`config.mk`:
```
export PLATFORM = sky130hd
export DESIGN_NAME = cvbs_frame_sequencer
export DESIGN_NICKNAME = d
export VERILOG_FILES = /design/src/rtl/cvbs_pkg.sv /design/src/rtl/cvbs_line_classifier.sv /design/src/rtl/cvbs_frame_sequencer.sv
export SDC_FILE = /design/constraint.sdc
export NUM_CORES = 1
export LEC_CHECK = 0
export BUFFER_PORTS_ARGS = -buffer_cell sky130_fd_sc_hd__buf_2
export CAP_MARGIN = 20
export CORE_AREA = 2 2 57 59
export CTS_CLUSTER_DIAMETER = 150
export DETAILED_ROUTE_END_ITERATION = 10
export DIE_AREA = 0 0 59 61
export PLACE_DENSITY_LB_ADDON = 0.2
export SYNTH_ARGS = -nofsm -noshare
export SYNTH_HDL_FRONTEND = slang
export SYNTH_SLANG_ARGS = --single-unit
```
`constraint.sdc`:
```
create_clock -name i_clk -period 4.5 [get_ports i_clk]
set_clock_uncertainty 0.1 [all_clocks]
set_input_delay 0.9 -clock i_clk [delete_from_list [all_inputs] [get_ports i_clk]]
set_output_delay 0.9 -clock i_clk [all_outputs]
set_load 0.1 [all_outputs]
```
`src/rtl/cvbs_pkg.sv`:
```
// Purpose : shared encodings and NTSC 240p defaults for the composite-video output path.
// Latency : n/a (types and constants only).
// Backpressure: n/a.
package cvbs_pkg;

  localparam int CLK_SPEED            = 27_000_000;

  localparam int NTSC_LINES_PER_FRAME = 262;
  localparam int NTSC_VSYNC_LINES     = 3;
  localparam int NTSC_TOP_BLANK_LINES = 16;
  localparam int NTSC_ACTIVE_LINES    = 240;
  localparam int NTSC_LINE_W          = 9;

  typedef enum logic [1:0] {
    LT_VSYNC  = 2'd0,
    LT_BLANK  = 2'd1,
    LT_ACTIVE = 2'd2
  } line_type_e;

  typedef enum logic [1:0] {
    ST_IDLE      = 2'd0,
    ST_ISSUE     = 2'd1,
    ST_WAIT_DONE = 2'd2
  } seq_state_e;

endpackage

```
`src/rtl/cvbs_line_classifier.sv`:
```
// Purpose : maps a scanline number to its line type and active-line index.
// Latency : purely combinational.
// Backpressure: none.
// Ports   : i_line        scanline number 0..LINES_PER_FRAME-1
//           o_type        VSYNC / BLANK / ACTIVE
//           o_active_idx  i_line-(V+T) on ACTIVE lines, else 0
module cvbs_line_classifier
  import cvbs_pkg::*;
#(
  parameter int LINES_PER_FRAME = NTSC_LINES_PER_FRAME,
  parameter int VSYNC_LINES     = NTSC_VSYNC_LINES,
  parameter int TOP_BLANK_LINES = NTSC_TOP_BLANK_LINES,
  parameter int ACTIVE_LINES    = NTSC_ACTIVE_LINES,
  parameter int LINE_W          = NTSC_LINE_W
) (
  input  logic [LINE_W-1:0] i_line,
  output line_type_e        o_type,
  output logic [LINE_W-1:0] o_active_idx
);

  localparam int P_VT  = VSYNC_LINES + TOP_BLANK_LINES;
  localparam int P_VTA = P_VT + ACTIVE_LINES;
  localparam logic [LINE_W-1:0] P_VT_W = LINE_W'(P_VT);

  // Integer compares avoid wrap when V+T+A equals 2**LINE_W.
  int w_line_int;
  assign w_line_int = int'(i_line);

  always_comb begin
    o_type       = LT_BLANK;
    o_active_idx = '0;
    if (w_line_int < VSYNC_LINES) begin
      o_type = LT_VSYNC;
    end else if (w_line_int < P_VT) begin
      o_type = LT_BLANK;
    end else if (w_line_int < P_VTA) begin
      o_type       = LT_ACTIVE;
      o_active_idx = i_line - P_VT_W;
    end
  end

endmodule

```
`src/rtl/cvbs_frame_sequencer.sv`:
```
// Purpose : frame scheduler; issues one classified command per scanline, waits for line_done.
// Latency : cmd_valid rises 1 cycle after enable (IDLE) or line_done; drops 1 cycle after handshake.
// Backpressure: cmd_ready low stalls in ISSUE with all outputs held.
// Ports   : i_clk/i_reset_n clock and async active-low reset (release expected synchronous)
//           i_enable run request, looked at only in IDLE and at the last line_done of a frame
//           o_cmd_valid/i_cmd_ready, o_cmd_type, o_cmd_active_idx  line command handshake
//           i_line_done  end-of-line pulse; o_frame_start  line-0 command accepted
//           o_line_count current line; o_busy not IDLE; o_err_spurious sticky stray line_done
module cvbs_frame_sequencer
  import cvbs_pkg::*;
#(
  parameter int LINES_PER_FRAME = NTSC_LINES_PER_FRAME,
  parameter int VSYNC_LINES     = NTSC_VSYNC_LINES,
  parameter int TOP_BLANK_LINES = NTSC_TOP_BLANK_LINES,
  parameter int ACTIVE_LINES    = NTSC_ACTIVE_LINES,
  parameter int LINE_W          = NTSC_LINE_W
) (
  input  logic              i_clk,
  input  logic              i_reset_n,
  input  logic              i_enable,
  output logic              o_cmd_valid,
  input  logic              i_cmd_ready,
  output logic [1:0]        o_cmd_type,
  output logic [LINE_W-1:0] o_cmd_active_idx,
  input  logic              i_line_done,
  output logic              o_frame_start,
  output logic [LINE_W-1:0] o_line_count,
  output logic              o_busy,
  output logic              o_err_spurious
);

  if ((VSYNC_LINES + TOP_BLANK_LINES + ACTIVE_LINES > LINES_PER_FRAME) ||
      (VSYNC_LINES < 1) || ((2 ** LINE_W) < LINES_PER_FRAME)) begin : g_bad_params
    $fatal(1, "cvbs_frame_sequencer: inconsistent line parameters");
  end

  localparam logic [LINE_W-1:0] P_LAST = LINE_W'(LINES_PER_FRAME - 1);

  seq_state_e        r_state, w_state_nxt;
  logic [LINE_W-1:0] r_line_count, w_line_nxt;
  logic              r_cmd_valid, r_frame_start, r_busy, r_err_spurious;
  line_type_e        r_cmd_type, w_cls_type;
  logic [LINE_W-1:0] r_cmd_active_idx, w_cls_idx;
  logic              w_handshake, w_spurious;

  assign w_handshake = (r_state == ST_ISSUE) && i_cmd_ready;
  // A line_done coinciding with the handshake is still spurious: the line has not started.
  assign w_spurious  = i_line_done && (r_state != ST_WAIT_DONE);

  always_comb begin
    w_state_nxt = r_state;
    w_line_nxt  = r_line_count;
    case (r_state)
      ST_IDLE: begin
        w_line_nxt = '0;
        if (i_enable) w_state_nxt = ST_ISSUE;
      end
      ST_ISSUE: begin
        if (i_cmd_ready) w_state_nxt = ST_WAIT_DONE;
      end
      ST_WAIT_DONE: begin
        if (i_line_done) begin
          if (r_line_count == P_LAST) begin
            // Frame boundary: the only point besides IDLE where enable is honoured.
            w_line_nxt  = '0;
            w_state_nxt = i_enable ? ST_ISSUE : ST_IDLE;
          end else begin
            w_line_nxt  = r_line_count + LINE_W'(1);
            w_state_nxt = ST_ISSUE;
          end
        end
      end
      default: begin
        w_state_nxt = ST_IDLE;
        w_line_nxt  = '0;
      end
    endcase
  end

  // Classify the upcoming line so the command fields are registered alongside cmd_valid.
  cvbs_line_classifier #(
    .LINES_PER_FRAME (LINES_PER_FRAME),
    .VSYNC_LINES     (VSYNC_LINES),
    .TOP_BLANK_LINES (TOP_BLANK_LINES),
    .ACTIVE_LINES    (ACTIVE_LINES),
    .LINE_W          (LINE_W)
  ) u_classifier (
    .i_line       (w_line_nxt),
    .o_type       (w_cls_type),
    .o_active_idx (w_cls_idx)
  );

  always_ff @(posedge i_clk or negedge i_reset_n) begin
    if (!i_reset_n) begin
      r_state <= ST_IDLE;
    end else begin
      r_state <= w_state_nxt;
    end
  end

  // frame_start is registered, so it is high in the cycle right after the line-0 handshake.
  always_ff @(posedge i_clk or negedge i_reset_n) begin
    if (!i_reset_n) begin
      r_line_count     <= '0;
      r_cmd_valid      <= 1'b0;
      r_cmd_type       <= LT_VSYNC;
      r_cmd_active_idx <= '0;
      r_frame_start    <= 1'b0;
      r_busy           <= 1'b0;
      r_err_spurious   <= 1'b0;
    end else begin
      r_line_count     <= w_line_nxt;
      r_cmd_valid      <= (w_state_nxt == ST_ISSUE);
      r_cmd_type       <= w_cls_type;
      r_cmd_active_idx <= w_cls_idx;
      r_frame_start    <= w_handshake && (r_line_count == '0);
      r_busy           <= (w_state_nxt != ST_IDLE);
      r_err_spurious   <= r_err_spurious | w_spurious;
    end
  end

  assign o_cmd_valid      = r_cmd_valid;
  assign o_cmd_type       = r_cmd_type;
  assign o_cmd_active_idx = r_cmd_active_idx;
  assign o_frame_start    = r_frame_start;
  assign o_line_count     = r_line_count;
  assign o_busy           = r_busy;
  assign o_err_spurious   = r_err_spurious;

endmodule

```
Yosys cells after proc, flatten, opt, wreduce, memory -nomap -nowiden

Cells that the tools add are included.

$add $sub $neg: 2
Order comparisons: 3
Equality and inequality tests: 5
Mux-type cells: 15
Bitwise operators: 1
Reduce and logical (&&, ||, !) cells: 6

Operators by type and width:

| cell                                                                          | number |
|---|---|
| 9-bit 2-to-1 mux                                                              | 5 |
| 9-bit case mux with 2 select lines                                            | 1 |
| 2-bit 2-to-1 mux                                                              | 6 |
| 9-bit by 1-bit adder with 9-bit output (second input constant)                | 1 |
| 9-bit equality test (second input constant)                                   | 1 |
| 9-bit zero test                                                               | 1 |
| 9-bit by 2-bit less-than comparator with 1-bit output (second input constant) | 1 |
| 9-bit by 5-bit less-than comparator with 1-bit output (second input constant) | 1 |
| 9-bit less-than comparator (second input constant)                            | 1 |
| 9-bit by 5-bit subtractor with 9-bit output (second input constant)           | 1 |
| 2-bit case mux with 3 select lines                                            | 1 |
| 2-bit by 1-bit equality test with 1-bit output (second input constant)        | 2 |
| 1-bit logical AND                                                             | 3 |
| 2-bit equality test (second input constant)                                   | 1 |
| 2-bit zero test                                                               | 1 |
| 1-bit 2-to-1 mux                                                              | 2 |
| 2-bit != test (second input constant)                                         | 1 |
| 2-bit nonzero test                                                            | 1 |
| 1-bit bitwise OR                                                              | 1 |

Register bits after elaboration: 26
Word-level logic and storage cells: 40

Longest topological paths before layout

Gate-level depths: netlist of run 1.

Depth in word-level cells: 8
Mapped depth: 12
Depth with buffers taken out: 12

By module

From an unflattened synthesis of run 1, not the netlist that was laid out.

Cell total of the unflattened synthesis: 149
Area, all modules: 1517.7 um^2

By module, submodules not included:

| module               | instances | cells an instance | area each (um^2) | sequential area each (um^2) |
|---|---|---|---|---|
| cvbs_frame_sequencer | 1         | 111               | 1233.7           | 650.6 |
| cvbs_line_classifier | 1         | 38                | 284.0            | 0.0 |

Worst setup path after synthesis of run 1

No wires, ideal clock.

Kind: register -> register
From: register r_line_count[2], in the netlist o_line_count[2]
To: register r_cmd_active_idx[8], in the netlist o_cmd_active_idx[8]
Setup time: 0.131 ns
Arrival time: 2.890 ns
Required time: 4.269 ns
Slack: 1.379 ns
Cell stages (with the launch flop): 12
Buffers on the path: 1
Path through: dfrtp_1 clkbuf_1 nand4b_1 nor2_4 nor3_1 o21ai_0 a21boi_0 ha_1 nor3_1 o2111ai_1 xor2_1 nor2_1

Cells in the longest elaborated chain, start to end: 8

Ends and longest elaborated chain:

| what                                                                                             | line                                                   | text |
|---|---|---|
| start: declaration                                                                               | cvbs_frame_sequencer.sv:40                             | `logic [LINE_W-1:0] r_line_count, w_line_nxt;` |
| start signal: assignment                                                                         | cvbs_frame_sequencer.sv:112                            | `r_line_count <= w_line_nxt;` |
| 9-bit equality test (*)                                                                          | cvbs_frame_sequencer.sv:63                             | `if (r_line_count == P_LAST) begin` |
| 9-bit 2-to-1 mux (*)                                                                             | cvbs_frame_sequencer.sv:63                             |  |
| 9-bit 2-to-1 mux (*)                                                                             | cvbs_frame_sequencer.sv:62                             | `if (i_line_done) begin` |
| 9-bit case mux with 2 select lines (*)                                                           | cvbs_frame_sequencer.sv:53                             | `case (r_state)` |
| named net u_classifier.i_line[0]                                                                 | cvbs_line_classifier.sv:16                             | `input logic [LINE_W-1:0] i_line,` |
| 9-bit by 5-bit subtractor with 9-bit output / 9-bit less-than comparator (equally long branches) | cvbs_line_classifier.sv:38, cvbs_line_classifier.sv:36 |  |
| 9-bit 2-to-1 mux                                                                                 | cvbs_line_classifier.sv:36                             | `end else if (w_line_int < P_VTA) begin` |
| 9-bit 2-to-1 mux                                                                                 | cvbs_line_classifier.sv:34                             | `end else if (w_line_int < P_VT) begin` |
| 9-bit 2-to-1 mux (*)                                                                             | cvbs_line_classifier.sv:32                             | `if (w_line_int < VSYNC_LINES) begin` |
| named net u_classifier.o_active_idx[8]                                                           | cvbs_line_classifier.sv:18                             | `output logic [LINE_W-1:0] o_active_idx` |
| end signal: assignment                                                                           | cvbs_frame_sequencer.sv:115                            | `r_cmd_active_idx <= w_cls_idx;` |
| end: declaration                                                                                 | cvbs_frame_sequencer.sv:43                             | `logic [LINE_W-1:0] r_cmd_active_idx, w_cls_idx;` |

The timed path passes the listed nets; every way through them passes the cells marked *.

Worst setup path in the final report of run 1

From: register r_state[0]
To: register r_cmd_active_idx[7], in the netlist o_cmd_active_idx[7]

Cells in the longest elaborated chain, start to end: 6

Ends and longest elaborated chain:

| what                                                                                             | line                                                   | text |
|---|---|---|
| start: declaration                                                                               | cvbs_frame_sequencer.sv:39                             | `seq_state_e r_state, w_state_nxt;` |
| start signal: assignment                                                                         | cvbs_frame_sequencer.sv:97                             | `r_state <= w_state_nxt;` |
| 2-bit equality test / 2-bit by 1-bit equality test with 1-bit output (equally long branches)     | cvbs_frame_sequencer.sv:53                             |  |
| 9-bit case mux with 2 select lines (*)                                                           | cvbs_frame_sequencer.sv:53                             |  |
| 9-bit by 5-bit subtractor with 9-bit output / 9-bit less-than comparator (equally long branches) | cvbs_line_classifier.sv:38, cvbs_line_classifier.sv:36 |  |
| 9-bit 2-to-1 mux                                                                                 | cvbs_line_classifier.sv:36                             |  |
| 9-bit 2-to-1 mux                                                                                 | cvbs_line_classifier.sv:34                             |  |
| 9-bit 2-to-1 mux (*)                                                                             | cvbs_line_classifier.sv:32                             |  |
| named net u_classifier.o_active_idx[7]                                                           | cvbs_line_classifier.sv:18                             |  |

Marked as above.

==> results of run 1 <==
-- cells in the final DEF, fill, tap and decap left out, types with 3 or more instances in the layout --
master                     Yosys  layout
sky130_fd_sc_hd__o21ai_0       5       5
sky130_fd_sc_hd__clkbuf_4      0       3
sky130_fd_sc_hd__nor2b_1       3       3
sky130_fd_sc_hd__inv_1        13      13
sky130_fd_sc_hd__o211ai_1      4       4
sky130_fd_sc_hd__nand4b_1      3       3
sky130_fd_sc_hd__and2_1        4       4
sky130_fd_sc_hd__ha_1          8       8
sky130_fd_sc_hd__dfrtp_1      26      26
sky130_fd_sc_hd__nand4_1       4       4
sky130_fd_sc_hd__nand2_1      16      16
sky130_fd_sc_hd__buf_2         0      28
sky130_fd_sc_hd__nor3_1        5       5
sky130_fd_sc_hd__a21oi_1       9       9
sky130_fd_sc_hd__nor2_1       15      15
-- per-layer routing --
layer	global-route usage, %	vias to the layer above	share of wire (%)
li1	-	657	-
met1	28.8	685	46
met2	33.3	48	47
met3	3.20	7	5.2
met4	10.1	0	1.5
met5	0	-	0
-- worst max-delay path: cells and delay by family, from the launching register on --
| family | cells | cell delay, ns |
|---|---|---|
| buffers and inverters | 1 | 0.11 |
| DFF | 1 | 0.45 |
| adders and majority gates | 1 | 0.54 |
| and+or+nand+nor | 4 | 0.76 |
| AOI/OAI and AO/OA | 3 | 0.99 |
-- how the worst max path moves through the flow --
stage,slack (ns),to
final,1.44,o_cmd_active_idx[7]$_DFF_PN0_
after global routing,1.23,o_cmd_active_idx[6]$_DFF_PN0_
after CTS,1.47,o_cmd_active_idx[6]$_DFF_PN0_
after detailed placement,1.47,o_cmd_active_idx[2]$_DFF_PN0_
after global placement,1.49,o_cmd_active_idx[1]$_DFF_PN0_
after floorplan,1.38,o_cmd_active_idx[8]$_DFF_PN0_
-- registers in the layout, indices dropped and copies added, names as in the netlist --
register and cells:
o_busy 1, o_line_count 9, o_err_spurious 1, o_frame_start 1
o_cmd_active_idx 9, o_cmd_valid 1, r_state 2, o_cmd_type 2
-- metrics by stage --
| step | setup slack [ns] | cells |
|---|---|---|
| 4_1_cts | 1.47 | 228 |
| 2_1_floorplan | 1.38 | 170 |
| 6_report | 1.44 | 228 |
| 3_5_place_dp | 1.47 | 224 |
| 5_1_grt | 1.23 | 228 |
| 3_3_place_gp | 1.49 | 224 |
-- where the power goes --
group | leakage [nW] | internal (W) | switching, W
logic | 0.528 | 0.0000868 | 0.000256
registers | 0.351 | 0.000257 | 0.0000164
clock network | 0.0279 | 0.0000901 | 0.0000698
-- layout make-up --
| type | instances | area, µm² |
|---|---|---|
| Sequential cell | 26 | 651 |
| Clock inverter | 1 | 30.0 |
| Fill cell | 255 | 1160 |
| Clock buffer | 3 | 22.5 |
| Timing Repair Buffer | 28 | 140 |
| Multi-Input combinational cell | 123 | 856 |
| Inverter | 14 | 52.6 |
| Tap cell | 33 | 41.3 |
-- cell families (layout without fill, tap and decap cells) --
| group | Yosys count | in the layout | synth area share [%] |
|---|---|---|---|
| buffers and inverters | 21 | 46 | 4.97 |
| AND/OR/NAND/NOR | 67 | 67 | 24.3 |
| multiplexers | 2 | 2 | 1.34 |
| XOR/XNOR | 4 | 4 | 2.21 |
| AO/OA/AOI/OAI | 42 | 42 | 19.8 |
| flip-flops | 26 | 26 | 41.0 |
| adder cells (fa/ha/maj) | 8 | 8 | 6.31 |
==> results.sh, run 1 <==
export IMPL_worst_path_max_delay_cell="sky130_fd_sc_hd__ha_1"
export IMPL_worst_hold_path_type="reg -> reg"
export IMPL_synth_net_count=183
export IMPL_seq_area_frac_synth_pct=41.0
export IMPL_vias=1397
export IMPL_antenna_violating_nets_post_route=0
export IMPL_cts_clk_slew_worst_paths_ns=0.14
export IMPL_nets=209
export IMPL_worst_setup_path_start_kind="flip-flop"
export IMPL_dpl_instance_area_mm2=0.00174
export IMPL_worstHoldEndpoint="o_err_spurious$_DFF_PN0_"
export IMPL_critical_path_class="reg -> reg"
export IMPL_worstMarginPinSlew_ns=0.586
export IMPL_grt_max_degree=27
export IMPL_wire_length_of_the_first_global_routing_pass_um=5780
export IMPL_total_leakage_power_nw=0.907
export IMPL_cts_made_buffers=3
export IMPL_post_synth_instance_area_mm2=0.00159
export IMPL_antenna_cells=0
export IMPL_postSynth_topFlopCell="sky130_fd_sc_hd__dfrtp_1"
export IMPL_postCtsResizedCells=0
export IMPL_die_width_um=59
export IMPL_antenna_violations_before_repair=0
export IMPL_postCtsSetupRepairBufs=0
export IMPL_power_w=0.000776
export IMPL_worst_path_max_fanout=17
export IMPL_remaining_design_rule_violation_count=0
export IMPL_floorplan_rows=20
export IMPL_min_tclk_post_route_ns=3.06
export IMPL_fin_worst_hold_slack_ns=0.381
export IMPL_io_port_bufs=28
export IMPL_r2r_end="o_cmd_active_idx[7]$_DFF_PN0_"
export IMPL_clk_insertion_delay_late_ns=0.32
export IMPL_cts_htree_levels=1
export IMPL_seq_cells_post_synth=26
export IMPL_fraction_of_final_layout_cells_with_drive_strength_greater_than_1_pct=23.1
export IMPL_pwr_density_cell_mw_per_mm2=433
export IMPL_timing_max_transition_violations_final=0
export IMPL_drt_wl_total_um=3550
export IMPL_critical_path_max_stage_delay_ns=0.54
export IMPL_grt_use_total_pct=21.2
export IMPL_cap_violations=0
export IMPL_first_global_vias=1333
export IMPL_setup_repair_after_global_routing_missed_its_margin="no"
export IMPL_synth_area_leader_cell="sky130_fd_sc_hd__dfrtp_1"
export IMPL_die_height_um=61
export IMPL_final_design_area_excluding_fillers_mm2=0.00179
export IMPL_unique_cell_type_count_in_the_yosys_netlist=54
export IMPL_fp_coreArea_mm2=0.00295
export IMPL_synth_cell_count_leaders="26 x sky130_fd_sc_hd__dfrtp_1, 16 x sky130_fd_sc_hd__nand2_1, 15 x sky130_fd_sc_hd__nor2_1"
export IMPL_detailed_route_vias_per_instance=6.13
export IMPL_fmax_mhz=327
export IMPL_synth_edff_count=0
export IMPL_yosysMostFrequentCell="sky130_fd_sc_hd__dfrtp_1"
export IMPL_timing_final_crit_share_pct=68.0
export IMPL_syn_instance_count=170
export IMPL_hp_start="o_err_spurious$_DFF_PN0_"
export IMPL_cts_tree="done"
export IMPL_crit_path_start="r_state[0]$_DFF_PN0_"
export IMPL_detail_route_wl_per_cell_um=15.6
export IMPL_dr_first_iter_drc_count=56
export IMPL_async_flop_share_pct=100
export IMPL_area_growth_synth_to_final_pct=13.1
export IMPL_timing_critical_path_required_ns=4.61
export IMPL_finalSetupViolations=0
export IMPL_floorplan_initialDensity_pct=53.7
export IMPL_post_synth_main_area_contributors="sky130_fd_sc_hd__dfrtp_1 41%, sky130_fd_sc_hd__ha_1 6.3%, sky130_fd_sc_hd__nand2_1 3.8%"
export IMPL_worst_r2r_setup_slack_ns=1.44
export IMPL_yosys_warnings=0
export IMPL_cts_root_to_sink_buffers=2
export IMPL_endpoint_kind="flip-flop"
export IMPL_worst_slew_margin_rel_pct=60.9
export IMPL_arrival_ns=3.17
export IMPL_drt_pass1_iterations=4
export IMPL_final_core_utilization_pct=60.7
export IMPL_timing_setup_tns_ns=0
export IMPL_floorplan_io_pins=29
export IMPL_post_synth_cell_area_avg_um2=9.33
export IMPL_area_of_the_die_mm2=0.00360
export IMPL_clock_sinks=26
export IMPL_detailedPlacementHpwl_um=2600
export IMPL_r2r_start="r_state[0]$_DFF_PN0_"
export IMPL_timing_final_hold_violations=0
export IMPL_depth_of_the_worst_hold_timing_path=1
export IMPL_reg2reg_depth=9
export IMPL_cts_hold_repair_buffers=0
export IMPL_routabilityCongestion=0.846
export IMPL_crit_path_cell_trace="inv_1, ha_1, nor2b_1, o21ai_1, a211oi_1, nor4_4, and3b_2, a22oi_4, nor2_1"
export IMPL_outcome="finished clean"
export IMPL_cts_root_buffer="sky130_fd_sc_hd__clkbuf_4"
export IMPL_ir_worst_vdd_v=0.000176
export IMPL_global_route_overflow_total=0
export IMPL_yosys_area_top_type_share_pct=41.0
(Power assumes the default switching activity.)
==> run 2: changes to the inputs <==
- clock period: 4.5 -> 3 ns (I/O delays scaled with it)
==> results.sh, run 2 (same netlist as run 1, synthesis figures left out) <==
export IMPL_worst_setup_path_start_kind="flip-flop"
export IMPL_cts_root_buffer="sky130_fd_sc_hd__clkbuf_4"
export IMPL_grt_use_total_pct=22.6
export IMPL_min_tclk_post_route_ns=2.73
export IMPL_cts_tree="done"
export IMPL_die_width_um=59
export IMPL_final_cell_mix="28 x sky130_fd_sc_hd__buf_2, 21 x sky130_fd_sc_hd__dfrtp_1, 16 x sky130_fd_sc_hd__nand2_1, 15 x sky130_fd_sc_hd__nor2_1, 13 x sky130_fd_sc_hd__inv_1"
export IMPL_drt_pass1_iterations=4
export IMPL_die_height_um=61
export IMPL_area_growth_synth_to_final_pct=15.2
export IMPL_detailed_route_vias_per_instance=5.96
export IMPL_fmax_mhz=366
export IMPL_timing_final_hold_violations=0
export IMPL_timing_max_transition_violations_final=0
export IMPL_first_global_vias=1315
export IMPL_floorplan_io_pins=29
export IMPL_final_core_utilization_pct=61.8
export IMPL_total_leakage_power_nw=0.917
export IMPL_clock_sinks=26
export IMPL_antenna_violations_before_repair=0
export IMPL_antenna_cells=0
export IMPL_cts_root_to_sink_buffers=2
export IMPL_endpoint_kind="flip-flop"
export IMPL_layout_cells_most_common="sky130_fd_sc_hd__buf_2"
export IMPL_floorplan_initialDensity_pct=53.7
export IMPL_cts_made_buffers=3
export IMPL_floorplan_rows=20
export IMPL_cts_clk_slew_worst_paths_ns=0.14
export IMPL_setup_repair_after_global_routing_missed_its_margin="no"
export IMPL_clk_insertion_delay_late_ns=0.33
export IMPL_routabilityCongestion=0.853
export IMPL_dr_first_iter_drc_count=70
export IMPL_area_of_the_die_mm2=0.00360
export IMPL_detail_route_wl_per_cell_um=15.6
export IMPL_ir_worst_vdd_v=0.000257
export IMPL_antenna_violating_nets_post_route=0
export IMPL_power_w=0.00112
export IMPL_global_route_overflow_total=0
export IMPL_worst_path_max_fanout=6
export IMPL_cts_htree_levels=1
export IMPL_fraction_of_final_layout_cells_with_drive_strength_greater_than_1_pct=28.0
export IMPL_drt_wl_total_um=3640
export IMPL_remaining_design_rule_violation_count=0
export IMPL_critical_path_class="reg -> reg"
export IMPL_pwr_density_cell_mw_per_mm2=614
export IMPL_arrival_ns=2.86
export IMPL_finalSetupViolations=0
export IMPL_io_port_bufs=28
export IMPL_grt_max_degree=27
export IMPL_worstMarginPinSlew_ns=0.598
export IMPL_detailedPlacementHpwl_um=2680
export IMPL_timing_setup_tns_ns=0
export IMPL_outcome="finished clean"
export IMPL_timing_critical_path_required_ns=3.12
export IMPL_fp_coreArea_mm2=0.00295
export IMPL_fin_worst_hold_slack_ns=0.156
export IMPL_timing_final_crit_share_pct=91.1
export IMPL_cap_violations=0
export IMPL_wire_length_of_the_first_global_routing_pass_um=6170
export IMPL_nets=214
export IMPL_worst_slew_margin_rel_pct=60.2
export IMPL_vias=1388
export IMPL_worst_hold_path_type="in -> async"
-- run 2: changes by cell type in the layout (fill, tap and decap cells not counted), sizes merged --
cell / delta
buf: +5
bufinv: -1
clkbuf: +1
-- run 2: worst paths after layout --
path / start / to / slack [ns] / depth (start not counted)
setup / recovery: o_line_count[4]$_DFF_PN0_ / o_cmd_active_idx[8]$_DFF_PN0_ / 0.27 / 10
hold / removal: i_reset_n / o_line_count[6]$_DFF_PN0_ / 0.16 / 1
setup reg to reg: o_line_count[4]$_DFF_PN0_ / o_cmd_active_idx[8]$_DFF_PN0_ / 0.27 / 10
hold reg to reg: o_err_spurious$_DFF_PN0_ / o_err_spurious$_DFF_PN0_ / 0.37 / 1
max in group asynchronous: i_reset_n / o_line_count[1]$_DFF_PN0_ / 2.22 / 1
min in group i_clk: o_err_spurious$_DFF_PN0_ / o_err_spurious$_DFF_PN0_ / 0.37 / 1
-- run 2: cell type report --
class	count	area (µm²)
multi-input cells	123	861
repair buffers	33	178
fillers	251	1130
clock buffers	4	36.3
well taps	33	41.3
flip-flops and latches	26	657
inverters	14	52.6
-- run 2: layer usage --
metal / global-route usage (%) / wire, µm / part of all wire, % / up-vias
met4: 8.44 / 39 / 1.1 / 0
li1: - / - / - / 671
met1: 33.1 / 1750 / 48 / 663
met3: 3.84 / 192 / 5.3 / 4
met5: 0 / 0 / 0 / -
met2: 33.8 / 1660 / 46 / 50
-- run 2: metrics by stage --
stage	instances	setup slack [ns]	instance area [µm²]
after detailed placement	229	0.166	1780
after floorplan	170	-0.00561	1590
after global placement	229	0.293	1780
final	233	0.266	1830
after CTS	233	0.119	1820
after global routing	233	0.0409	1830
-- run 2: worst max-delay path, cell delays in order (launching register included) --
cell                        delay [ns]
sky130_fd_sc_hd__dfrtp_2          0.47
sky130_fd_sc_hd__or4_4            0.60
sky130_fd_sc_hd__nor2_4           0.20
sky130_fd_sc_hd__nor3_1           0.06
sky130_fd_sc_hd__o21ai_0          0.17
sky130_fd_sc_hd__a21boi_0         0.17
sky130_fd_sc_hd__ha_1             0.29
sky130_fd_sc_hd__nor3_2           0.19
sky130_fd_sc_hd__o2111ai_1        0.15
sky130_fd_sc_hd__xor2_1           0.17
sky130_fd_sc_hd__nor2_1           0.05
-- run 2: where the power goes --
group / internal [W] / leakage [nW] / switching [W]
combinational: 0.000148 / 0.554 / 0.000382
clock: 0.0000744 / 0.0210 / 0.000104
sequential: 0.000385 / 0.342 / 0.0000254
total: 0.000608 / 0.917 / 0.000512
-- run 2: repair_timing --
item	CTS	global route
resized for setup	0	1
buffers inserted	0	0
hold buffers	0	0
setup endpoints to repair	0	3
